**src/rtl/seven_segment_scanner.sv**
```systemverilog
// Multiplexed hex seven-segment scanner with decimal points, PWM dimming,
// leading-zero blanking and a frame-synchronous load handshake.
module seven_segment_scanner #(
    parameter int NUM_DIGITS = 8,
    parameter int TICK_DIV   = 100000,
    parameter int DIM_BITS   = 4
) (
    input  logic                    clock,
    input  logic                    reset,
    input  logic [4*NUM_DIGITS-1:0] data,
    input  logic [NUM_DIGITS-1:0]   dp,
    input  logic                    load,
    input  logic [DIM_BITS-1:0]     brightness,
    input  logic                    blank_zeros,
    output logic [7:0]              seg,
    output logic [NUM_DIGITS-1:0]   an,
    output logic                    frame_done,
    output logic                    pending
);

    localparam int IW = $clog2(NUM_DIGITS);
    localparam int PW = $clog2(TICK_DIV);
    localparam logic [PW-1:0] TICK_LAST = PW'(TICK_DIV - 1);
    localparam logic [IW-1:0] IDX_LAST  = IW'(NUM_DIGITS - 1);
    localparam logic [NUM_DIGITS-1:0] ONE = NUM_DIGITS'(1);

    logic [PW-1:0]           presc_q, presc_d;
    logic [IW-1:0]           idx_q, idx_d;
    logic [DIM_BITS-1:0]     pwm_q, pwm_d;
    logic [4*NUM_DIGITS-1:0] stg_data_q, stg_data_d;
    logic [NUM_DIGITS-1:0]   stg_dp_q, stg_dp_d;
    logic [4*NUM_DIGITS-1:0] disp_data_q, disp_data_d;
    logic [NUM_DIGITS-1:0]   disp_dp_q, disp_dp_d;
    logic                    pend_q, pend_d;
    logic [7:0]              seg_q, seg_d;
    logic [NUM_DIGITS-1:0]   an_q, an_d;

    logic                  tick;
    logic                  boundary;
    logic                  lit;
    logic [3:0]            nib;
    logic [NUM_DIGITS-1:0] blank;
    logic                  allz;

    function automatic logic [6:0] hex7(input logic [3:0] n);
        logic [6:0] r;
        case (n)
            4'h0: r = 7'h40;
            4'h1: r = 7'h79;
            4'h2: r = 7'h24;
            4'h3: r = 7'h30;
            4'h4: r = 7'h19;
            4'h5: r = 7'h12;
            4'h6: r = 7'h02;
            4'h7: r = 7'h78;
            4'h8: r = 7'h00;
            4'h9: r = 7'h10;
            4'hA: r = 7'h08;
            4'hB: r = 7'h03;
            4'hC: r = 7'h46;
            4'hD: r = 7'h21;
            4'hE: r = 7'h06;
            default: r = 7'h0E;
        endcase
        return r;
    endfunction

    assign tick     = (presc_q == TICK_LAST);
    assign boundary = tick && (idx_q == IDX_LAST);

    always_ff @(posedge clock or posedge reset) begin
        if (reset) begin
            presc_q     <= '0;
            idx_q       <= '0;
            pwm_q       <= '0;
            stg_data_q  <= '0;
            stg_dp_q    <= '0;
            disp_data_q <= '0;
            disp_dp_q   <= '0;
            pend_q      <= 1'b0;
            seg_q       <= 8'hFF;
            an_q        <= '1;
        end else begin
            presc_q     <= presc_d;
            idx_q       <= idx_d;
            pwm_q       <= pwm_d;
            stg_data_q  <= stg_data_d;
            stg_dp_q    <= stg_dp_d;
            disp_data_q <= disp_data_d;
            disp_dp_q   <= disp_dp_d;
            pend_q      <= pend_d;
            seg_q       <= seg_d;
            an_q        <= an_d;
        end
    end

    always_comb begin
        presc_d     = tick ? '0 : presc_q + 1'b1;
        pwm_d       = tick ? '0 : pwm_q + 1'b1;
        idx_d       = idx_q;
        stg_data_d  = stg_data_q;
        stg_dp_d    = stg_dp_q;
        disp_data_d = disp_data_q;
        disp_dp_d   = disp_dp_q;
        pend_d      = pend_q;
        if (tick) begin
            idx_d = (idx_q == IDX_LAST) ? '0 : idx_q + 1'b1;
        end
        // A load racing the boundary wins; its value waits for the next frame.
        if (load) begin
            stg_data_d = data;
            stg_dp_d   = dp;
            pend_d     = 1'b1;
        end else if (boundary && pend_q) begin
            disp_data_d = stg_data_q;
            disp_dp_d   = stg_dp_q;
            pend_d      = 1'b0;
        end
    end

    always_comb begin
        allz  = 1'b1;
        blank = '0;
        for (int i = NUM_DIGITS - 1; i >= 0; i--) begin
            allz     = allz && (disp_data_q[4*i +: 4] == 4'h0);
            blank[i] = blank_zeros && allz && (i != 0);
        end
    end

    always_comb begin
        lit   = (&brightness) || (pwm_q < brightness);
        nib   = disp_data_q[4*int'(idx_q) +: 4];
        seg_d = 8'hFF;
        an_d  = '1;
        if (lit) begin
            an_d  = ~(ONE << idx_q);
            seg_d = {~disp_dp_q[idx_q], blank[idx_q] ? 7'h7F : hex7(nib)};
        end
    end

    assign seg        = seg_q;
    assign an         = an_q;
    assign frame_done = boundary;
    assign pending    = pend_q;

endmodule

```
**config.mk**
```make
export PLATFORM = sky130hd
export DESIGN_NAME = seven_segment_scanner
export DESIGN_NICKNAME = d
export VERILOG_FILES = /design/src/rtl/seven_segment_scanner.sv
export SDC_FILE = /design/constraint.sdc
export NUM_CORES = 1
export LEC_CHECK = 0
export ABC_AREA = 1
export CORE_UTILIZATION = 50
export CTS_CLUSTER_DIAMETER = 50
export DETAILED_ROUTE_END_ITERATION = 7
export DONT_BUFFER_PORTS = 1
export GPL_TIMING_DRIVEN = 1
export PLACE_DENSITY = 0.69
export SYNTH_ARGS = -nofsm -noshare
export SYNTH_HDL_FRONTEND = slang
export SYNTH_SLANG_ARGS = --single-unit
```
**constraint.sdc**
```tcl
create_clock -name clock -period 5.59 [get_ports clock]
set_input_delay 0.559 -clock clock [delete_from_list [all_inputs] [get_ports clock]]
set_output_delay 0.559 -clock clock [all_outputs]
set_load 0.02 [all_outputs]
```
* Word level (Yosys, flattened, before mapping) *
Memory sizes are Yosys's and may differ from the RTL's.
Index checks and enable logic that the tools add are counted.

word-level totals
  bits in registers = 121
  memory bits (read-only) = 112
  input port bits = 48
  output and inout port bits = 18
  word-level logic and storage cells = 61
  memories = 1

memory list
  name             depth  width  rd ports  clocked after Yosys merged registers in  write ports  RTL line  RTL
  (no name shown)  16     7      1         0                                        0            47        case (n)

operators by class
  $add $sub $neg = 3
  magnitude comparators = 2
  eq/ne operators = 2
  shift operators = 2
  multiplexer cells = 12
  bitwise operators = 3
  reductions and logical operators = 26

operator list
  cell                                                                   count
  32-bit by 6-bit indexed part select with 4-bit output                  1
  4-bit zero test                                                        7
  17-bit by 1-bit adder with 17-bit output (second input constant)       1
  17-bit == test (second input constant)                                 1
  17-bit two-way mux                                                     1
  8-bit two-way mux                                                      2
  1-bit logical AND                                                      15
  8-bit NOT                                                              1
  1-bit by 3-bit left shift with 8-bit output (first input constant)     1
  7-bit two-way mux                                                      1
  1-bit binary-select mux with 3-bit select                              2
  4-bit by 1-bit adder with 4-bit output (second input constant)         1
  3-bit by 4-bit < comparator with 1-bit output (second input constant)  1
  4-bit < comparator                                                     1
  1-bit two-way mux                                                      4
  4-bit two-way mux                                                      1
  4-bit AND reduction                                                    1
  3-bit by 1-bit adder with 3-bit output (second input constant)         1
  3-bit == test (second input constant)                                  1
  3-bit two-way mux                                                      1
  1-bit NOT                                                              2
  2-bit AND reduction                                                    1
  2-bit nonzero test                                                     1
  1-bit logical OR                                                       1

* Depth between registers and ports, before layout *
Gate-level depths: netlist (run 1).

  word-level depth = 12
  gate-level depth with buffers = 13
  mapped depth without buffers = 11

* Worst setup path after synthesis (run 1) *
No wires, ideal clock.

  path type = register to register
  from = register idx_q[0]
  to = register seg_q[3], in the netlist seg[3]
  data arrival time = 1.668 ns
  data required time = 5.491 ns
  setup slack = 3.824 ns
  stages on the path, launching flop included = 14
  path buffers = 2
  cell sequence = dfrtp_1 -> buf_2 -> inv_2 -> buf_2 -> nand2_1 -> nand3_1 -> nand3_1 -> nand2_1 -> inv_1 -> ha_1 -> nand3_1 -> nand2_1 -> nand2_1 -> nand3_1

between the ends
  cells in the longest elaborated chain, start to end = 4
  elaborated cells on any way between the ends = 6
  classes of those cells = 1 x shift; 4 x mux; 1 x memory

ends and longest elaborated chain
  item                                                                                                                       RTL line  RTL
  start, declared                                                                                                            28        logic [IW-1:0] idx_q, idx_d;
  start signal, assigned                                                                                                     85        idx_q <= idx_d;
  32-bit by 6-bit indexed part select with 4-bit output / 1-bit binary-select mux with 3-bit select (equally long branches)  132, 137
  memory read 16 x 7 bit / 1-bit two-way mux (equally long branches)                                                         -
  7-bit two-way mux (*)                                                                                                      137       seg_d = {~disp_dp_q[idx_q], blank[idx_q] ? 7'h7F : hex7(nib)};
  8-bit two-way mux (*)                                                                                                      135       if (lit) begin
  via seg_d[3]                                                                                                               35        logic [7:0] seg_q, seg_d;
  end signal, assigned                                                                                                       92        seg_q <= seg_d;
  end, declared                                                                                                              35

Mark *: on every way through the listed nets, which the timed path passes. The rest lies on a longest branch. The select of a mux whose other input is x is not followed.
A chain may end at the register's enable or synchronous reset.

* Worst setup path after layout (run 1) *
  from = register idx_q[0]
  to = output port frame_done

between the ends
  cells in the longest elaborated chain, start to end = 2

ends and longest elaborated chain
  item               RTL line  RTL
  3-bit == test      69        assign boundary = tick && (idx_q == IDX_LAST);
  1-bit logical AND  69
  end, declared      17        output logic frame_done,

No other way between the ends.

==> results.md, run 1 <==
* Status: complete, but fails checks
* Violated checks: design-rule violations
* Vias at 4481
* Sequential fraction of the synthesis area at 0.513
* First DRT Iteration DRCs at between 200 and 300
* TritonCTS clock tree: done
* Asr flop ratio synth at 1.00
* Startpoint Class: register
* Post-CTS Resized at 0
* Row count at 39
* Post-Syn Area per Cell at a little under 8 um^2
* Reg2reg path depth at 7
* WL/cell at roughly 13 um
* Placed Area at 5950 um^2
* Final net count at 804
* Worst-margin pin slew at 1200 ps
* Crit path buf inv count at 1
* Post-CTS setup repair buffer count at 0
* CP Cell Sequence: ha_1, ha_1, inv_1, nor2_4
* I/O pins at 66
* GRT Resource Usage Total at 0.210
* Clock Path Buffers at 2
* Yosys warns at 0
* Setup CP Type: register to primary output
* Ant. Diodes at 0
* H-tree depth at 4
* DRC viols at 9
* Pin count of the biggest net entering global routing at 81
* FF+latch area at 3050 um^2
* CP Capture Type: primary output
* Clk sink count at around 120
* Data arrival, critical path at 2120 ps
* Top FF cell, synth: dfrtp_1
* Dpl ws at just under 3000 ps
* Gr ovfl total at 0
* Antenna Nets Post-Route at 0
* Setup Viol. Count Final at 0
* Detailed placement HPWL at 7.90 mm
* CP delay by family, top: flip-flops
* Setup ws final at 2910 ps
* Final instance area at between 6000 and 7000 um^2
* Gpl congestion at 0.936
* PortBufs at 0
* Final hold vios at 0
* EDFF count, synth at 0
* Global-route wire length before repair at 20.3 mm
* Worst ir drop on vdd at approximately 0.23 mV
* CP most frequent cell: ha_1
* Inserted Clock Buffers at 17
* Chip width at 111 um
* Initial Util at 0.516
* Lkg Pwr at 0.00331 uW
* Worst-skew pair later-pin latency at 410 ps
* Vias in the first global route at 4449
* Fillers at 1021
* Final Cycle Share at 0.479
* Area delta synth->final at 11.8%
* P per Cell Area at 335 nW/um^2
* Max-slew violation count at 0
* Mapped Area at 5940 um^2
* Unrepaired setup endpoints after global routing: no
* Critical R2R Capture: disp_data_q[29]$_DFFE_PP0P_
* CTS clk-pin slew, worst paths at 50 ps
* Maxcap violations at 0
* Final worst path period need at 2680 ps
* Core area at approximately 12000 um^2
* CTS Hold Bufs at 0
* Maximum clock rate at 0.373 GHz
* Worst Hold Class: primary input to async pin
* Syn nets at 811
* First-pass DRT Iterations at 7
* Hold WS at about 190 ps
* Setup_tns at 0 ps
* Multi-input logic area at approximately 2200 um^2
* R2r setup slk at slightly below 3000 ps
* Crit path max-delay cell type: dfrtp_1
* Worst relative slew slack at 0.202
* FF+latch count, synth at 121
* Routed WL at 11.6 mm
* Post-Synthesis Cells at around 750
* Share of layout cells above drive strength 1 at 0.0944
* Die ar. at ~12000 um^2
* Crit-path max FO at 28
* Die H at 111 um
* RR Startpoint: idx_q[0]$_DFFE_PP0N_
* Vias per std cell at 5.01
* Critical Path RT at 5030 ps
* Antenna violations before repair at 0
* Number of distinct library cells after synthesis at 30
* Clk Tree Root Cell: clkbuf_16
* Clk_skew at 9.12 ps
* CP max stage delay at 900 ps
==> synthesized netlist by cell type (3+ instances only) <==
| master | n | area [um^2] |
|---|---|---|
| nor2_4 | 4 | 45.0 |
| nand2_2 | 5 | 31.3 |
| nor2_1 | 38 | 143 |
| clkbuf_1 | 11 | 41.3 |
| nand3_2 | 3 | 30.0 |
| dfstp_2 | 16 | 420 |
| o21ai_1 | 40 | 200 |
| dfrtp_1 | 105 | 2630 |
| buf_2 | 6 | 30.0 |
| o21ai_0 | 14 | 70.1 |
| nand2_1 | 256 | 961 |
| buf_6 | 8 | 90.1 |
| inv_1 | 116 | 435 |
| ha_1 | 17 | 213 |
| nand3_1 | 60 | 300 |
| xor2_1 | 8 | 70.1 |
| a21oi_1 | 9 | 45.0 |
| nor3_1 | 4 | 20.0 |
| inv_2 | 6 | 22.5 |
| nand4_1 | 7 | 43.8 |
==> sequential cells by signal, indices dropped and copies added (netlist names) <==
signal       count
stg_dp_q         8
presc_q         17
idx_q            3
disp_data_q     32
disp_dp_q        8
pwm_q            4
stg_data_q      32
seg              8
an               8
pending          1
==> worst register-to-register path: stages (launching register included) <==
cell and delay (ps):
dfrtp_1 900, ha_1 300, ha_1 200, inv_1 80, nor2_4 240, nand2_4 440, o21ai_1 350, inv_1 60
==> metrics by stage <==
stage,total power [uW],utilization,instances
floorplan,978,-,746
global placement,989,0.517,863
detailed placement,992,0.517,863
CTS,2250,0.577,895
global route,2300,0.577,895
finish,2230,0.577,895
==> layout by cell type (no fill, tap or decap), types with 14 or more instances in the layout <==
| cell type | instances |
|---|---|
| nand2_1 | 256 |
| inv_1 | 115 |
| dfrtp_1 | 105 |
| nand3_1 | 60 |
| o21ai_1 | 40 |
| nor2_1 | 38 |
| ha_1 | 17 |
| clkbuf_16 | 17 |
| dfstp_2 | 16 |
| o21ai_0 | 14 |
==> report_power, final <==
| group | switching, uW | leakage, uW | internal, uW |
|---|---|---|---|
| logic | 37.3 | 0.00165 | 14.5 |
| registers | 18.4 | 0.00133 | 905 |
| clock network | 381 | 0.000326 | 871 |
| total | 437 | 0.00331 | 1790 |
==> cells by family (layout without fill, tap and decap cells) <==
kind of cell               after synthesis  in the layout  share of synthesized area
buffers and inverters                  151            157                      0.108
xor gates and xnor gates                10             10                     0.0148
and+or+nand+nor                        380            380                      0.270
adders and majority gates               17             17                     0.0358
DFF                                    121            121                      0.513
AOI/OAI and AO/OA                       67             67                     0.0584
==> worst max path at each step <==
stage | start | cells past startpoint | end
global route | idx_q[0]$_DFFE_PP0N_ | 7 | disp_data_q[29]$_DFFE_PP0P_
detailed placement | idx_q[0]$_DFFE_PP0N_ | 7 | disp_data_q[29]$_DFFE_PP0P_
CTS | idx_q[0]$_DFFE_PP0N_ | 4 | frame_done
floorplan | reset | 1 | disp_data_q[0]$_DFFE_PP0P_
finish | idx_q[0]$_DFFE_PP0N_ | 4 | frame_done
global placement | idx_q[0]$_DFFE_PP0N_ | 7 | disp_data_q[16]$_DFFE_PP0P_
==> layout make-up <==
type,count,share of cell area
clock inverters,11,0.0326
well taps,143,0.0269
inverters,124,0.0707
clock buffers,21,0.0708
flip-flops and latches,121,0.459
repair buffers,1,0.00113
multi-input cells,474,0.339
==> per-layer routing <==
| layer | share of wire | global-route usage |
|---|---|---|
| met1 | 0.46 | 0.265 |
| met5 | 0 | 0 |
| met2 | 0.47 | 0.336 |
| met3 | 0.050 | 0.0651 |
| met4 | 0.015 | 0.0849 |
Note: power is estimated with default switching activity, not from simulation.
==> run 2, diff against run 1 <==
PLACE_DENSITY = 0.72   (was 0.69)
clock period = 2.2 ns   (was 5.59 ns; I/O delays follow)
==> run 2 against run 1 <==
Against the previous run:
- the flow still finishes with violations (design-rule violations)
- first-iteration DRC count grew 2.8%
- sequential cell count is the same
- setup slack lost 2700 ps
- clock skew shrank 0.64 ps
- global-route usage grew 2.1 points
- wire length grew 10%
- register-to-register slack lost 2600 ps
- power grew 130%
- critical path type unchanged
==> results.md, run 2 (synthesis results as in run 1) <==
* DRC viols at 7 (-2)
* Clock Path Buffers at 2 (unchanged)
* Net Sw Power at 1090 uW (+150%)
* P per Cell Area at 729 nW/um^2 (+120%)
* Clk Tree Root Cell: clkbuf_16
* WL/cell at 13.4 um (+3.4%)
* Violated checks: design-rule violations
* Data arrival, critical path at 1720 ps (-400 ps)
* Vias at 4708 (+5.1%)
* Final instance area at 7130 um^2 (+7.3%)
* Worst ir drop on vdd at 0.597 mV (+160%)
* Startpoint Class: register
* H-tree depth at 4 (unchanged)
* Antenna violations before repair at 0 (unchanged)
* Post-CTS Resized at 0 (unchanged)
* Share of layout cells above drive strength 1 at 0.109 (+0.0141)
* CTS clk-pin slew, worst paths at 50 ps (about the same)
* Row count at 39 (unchanged)
* Placed insts at 882 (+2.2%)
* Post-CTS setup repair buffer count at 0 (unchanged)
* TritonCTS clock tree: done
* Final non-filler cell total at 954 (+6.6%)
* Worst-skew pair later-pin latency at 410 ps (about the same)
* Hold path startpoint: load
* Clk sink count at 121 (unchanged)
* Net Sw Frac at 0.211 (+0.0148)
* Reg2reg path depth at 7 (unchanged)
* Maxcap violations at 0 (unchanged)
* RR Startpoint: pwm_q[1]$_DFF_PP0_
* Largest registers: disp_data_q: 32 flops, stg_data_q: 32 flops, presc_q: 17 flops
* Pin count of the biggest net entering global routing at 42 (-48%)
* Antenna Nets Post-Route at 0 (unchanged)
* Dpl ws at 237 ps (-2710 ps)
* Clk_skew at 8.48 ps (-0.641 ps)
* Die ar. at 12300 um^2 (unchanged)
* Initial Util at 0.516 (unchanged)
* I/O pins at 66 (unchanged)
* Critical R2R Capture: seg[6]$_DFF_PP1_
* Final Cycle Share at 0.883
* Maximum clock rate at 0.515 GHz
* Critical Path RT at 1980 ps (-3050 ps)
* Setup CP Type: register to primary output
* Setup ws final at 256 ps (-2650 ps)
* First DRT Iteration DRCs at 258 (+2.8%)
* Final net count at 865 (+7.6%)
* Max-slew violation count at 0 (unchanged)
* First-pass DRT Iterations at 8 (+1)
* Global-route wire length before repair at 22.0 mm (+8.3%)
* Gpl congestion at 0.865 (-7.5%)
* Setup_tns at 0 ps (unchanged)
* Worst relative slew slack at 0.414 (+0.212)
* Tot Pwr at 5190 uW (+130%)
* Ant. Diodes at 0 (unchanged)
* Worst Hold End: stg_data_q[8]$_DFFE_PP0P_
* Status: complete, but fails checks
* Area delta synth->final at 20.0%
* R2r setup slk at 290 ps (-2630 ps)
* Vias per std cell at 4.94 (-1.4%)
* Routed WL at 12.8 mm (+10%)
* Most common cell after layout, fill and taps aside: nand2_1
* PortBufs at 0 (unchanged)
* Die H at 111 um (unchanged)
* Crit-path max FO at 7 (-75%)
* Commonest cells after routing, fill and taps aside: 256 x nand2_1, 115 x inv_1, 105 x dfrtp_1, 60 x nand3_1, 41 x dlygate4sd3_1
* Vias in the first global route at 4705 (+5.8%)
* Clock Power Share at 0.505 (-0.057)
* P_int at 4100 uW (+130%)
* Hold Crit Depth at 3
* Final worst path period need at 1940 ps
* Logic gate share of total power at 0.043 (+0.020)
* Worst-margin pin slew at 877 ps (-318 ps)
* Setup Viol. Count Final at 0 (unchanged)
* Reg power frac at 0.452 (+0.037)
* Chip width at 111 um (unchanged)
* Inserted Clock Buffers at 17 (unchanged)
* CTS Hold Bufs at 42 (+42)
* Worst Hold Class: primary input to register
* Final hold vios at 0 (unchanged)
* Unrepaired setup endpoints after global routing: no
* Placed Area at 6130 um^2 (+3.0%)
* CP Capture Type: primary output
* GRT Resource Usage Total at 0.230 (+0.0207)
* Gr ovfl total at 0 (unchanged)
* Core area at 11500 um^2 (unchanged)
* Detailed placement HPWL at 8.81 mm (+12%)
* Lkg Pwr at 0.00354 uW (+6.9%)
==> run 2: cell type report <==
| class | count | area [um^2] |
|---|---|---|
| Inverter | 124 | 470 |
| Timing Repair Buffer | 62 | 618 |
| Tap cell | 143 | 179 |
| Sequential cell | 121 | 3050 |
| Fill cell | 998 | 4390 |
| Clock inverter | 9 | 100 |
| Clock buffer | 21 | 460 |
| Multi-Input combinational cell | 474 | 2250 |
==> run 2: critical path, cell delays in order, from the launching register on <==
cell and delay, ps:
dfrtp_1 360, ha_1 180, nand2_1 110, nor2_4 130, inv_2 50, nor2_4 90, nand2_4 90, nor2_4 120
buf_4 180
==> run 2: metal layers <==
metal	share of wire	wire length, um	global-route usage	vias up
met5	0	0	0	-
met2	0.48	6180	0.378	114
met4	0.012	148	0.0877	0
met1	0.46	5890	0.293	2194
met3	0.043	549	0.0596	13
li1	-	-	-	2387
==> run 2: worst max path at each step <==
| stage | slack (ps) | end | depth (start not counted) | start |
|---|---|---|---|---|
| floorplan | 430 | seg[3]$_DFF_PP1_ | 13 | idx_q[0]$_DFFE_PP0N_ |
| global placement | 250 | seg[6]$_DFF_PP1_ | 7 | pwm_q[1]$_DFF_PP0_ |
| detailed placement | 240 | seg[6]$_DFF_PP1_ | 7 | pwm_q[1]$_DFF_PP0_ |
| CTS | 210 | seg[6]$_DFF_PP1_ | 7 | pwm_q[1]$_DFF_PP0_ |
| global route | 8 | seg[6]$_DFF_PP1_ | 11 | idx_q[0]$_DFFE_PP0N_ |
| finish | 260 | frame_done | 8 | presc_q[0]$_DFF_PP0_ |
==> run 2: power groups by stage <==
stage | combinational (uW) | sequential (uW) | clock [uW]
detailed placement | 153 | 2380 | 0
floorplan | 117 | 2370 | 0
global placement | 145 | 2380 | 0
global route | 257 | 2350 | 2770
finish | 223 | 2350 | 2620
CTS | 224 | 2350 | 2680
==> run 2: per-stage QoR <==
stage / hold WS (ps) / utilization
after floorplan: 337 / -
after global placement: 290 / 0.533
after detailed placement: 307 / 0.533
after CTS: 92.3 / 0.619
after global routing: 111 / 0.619
final: 112 / 0.619
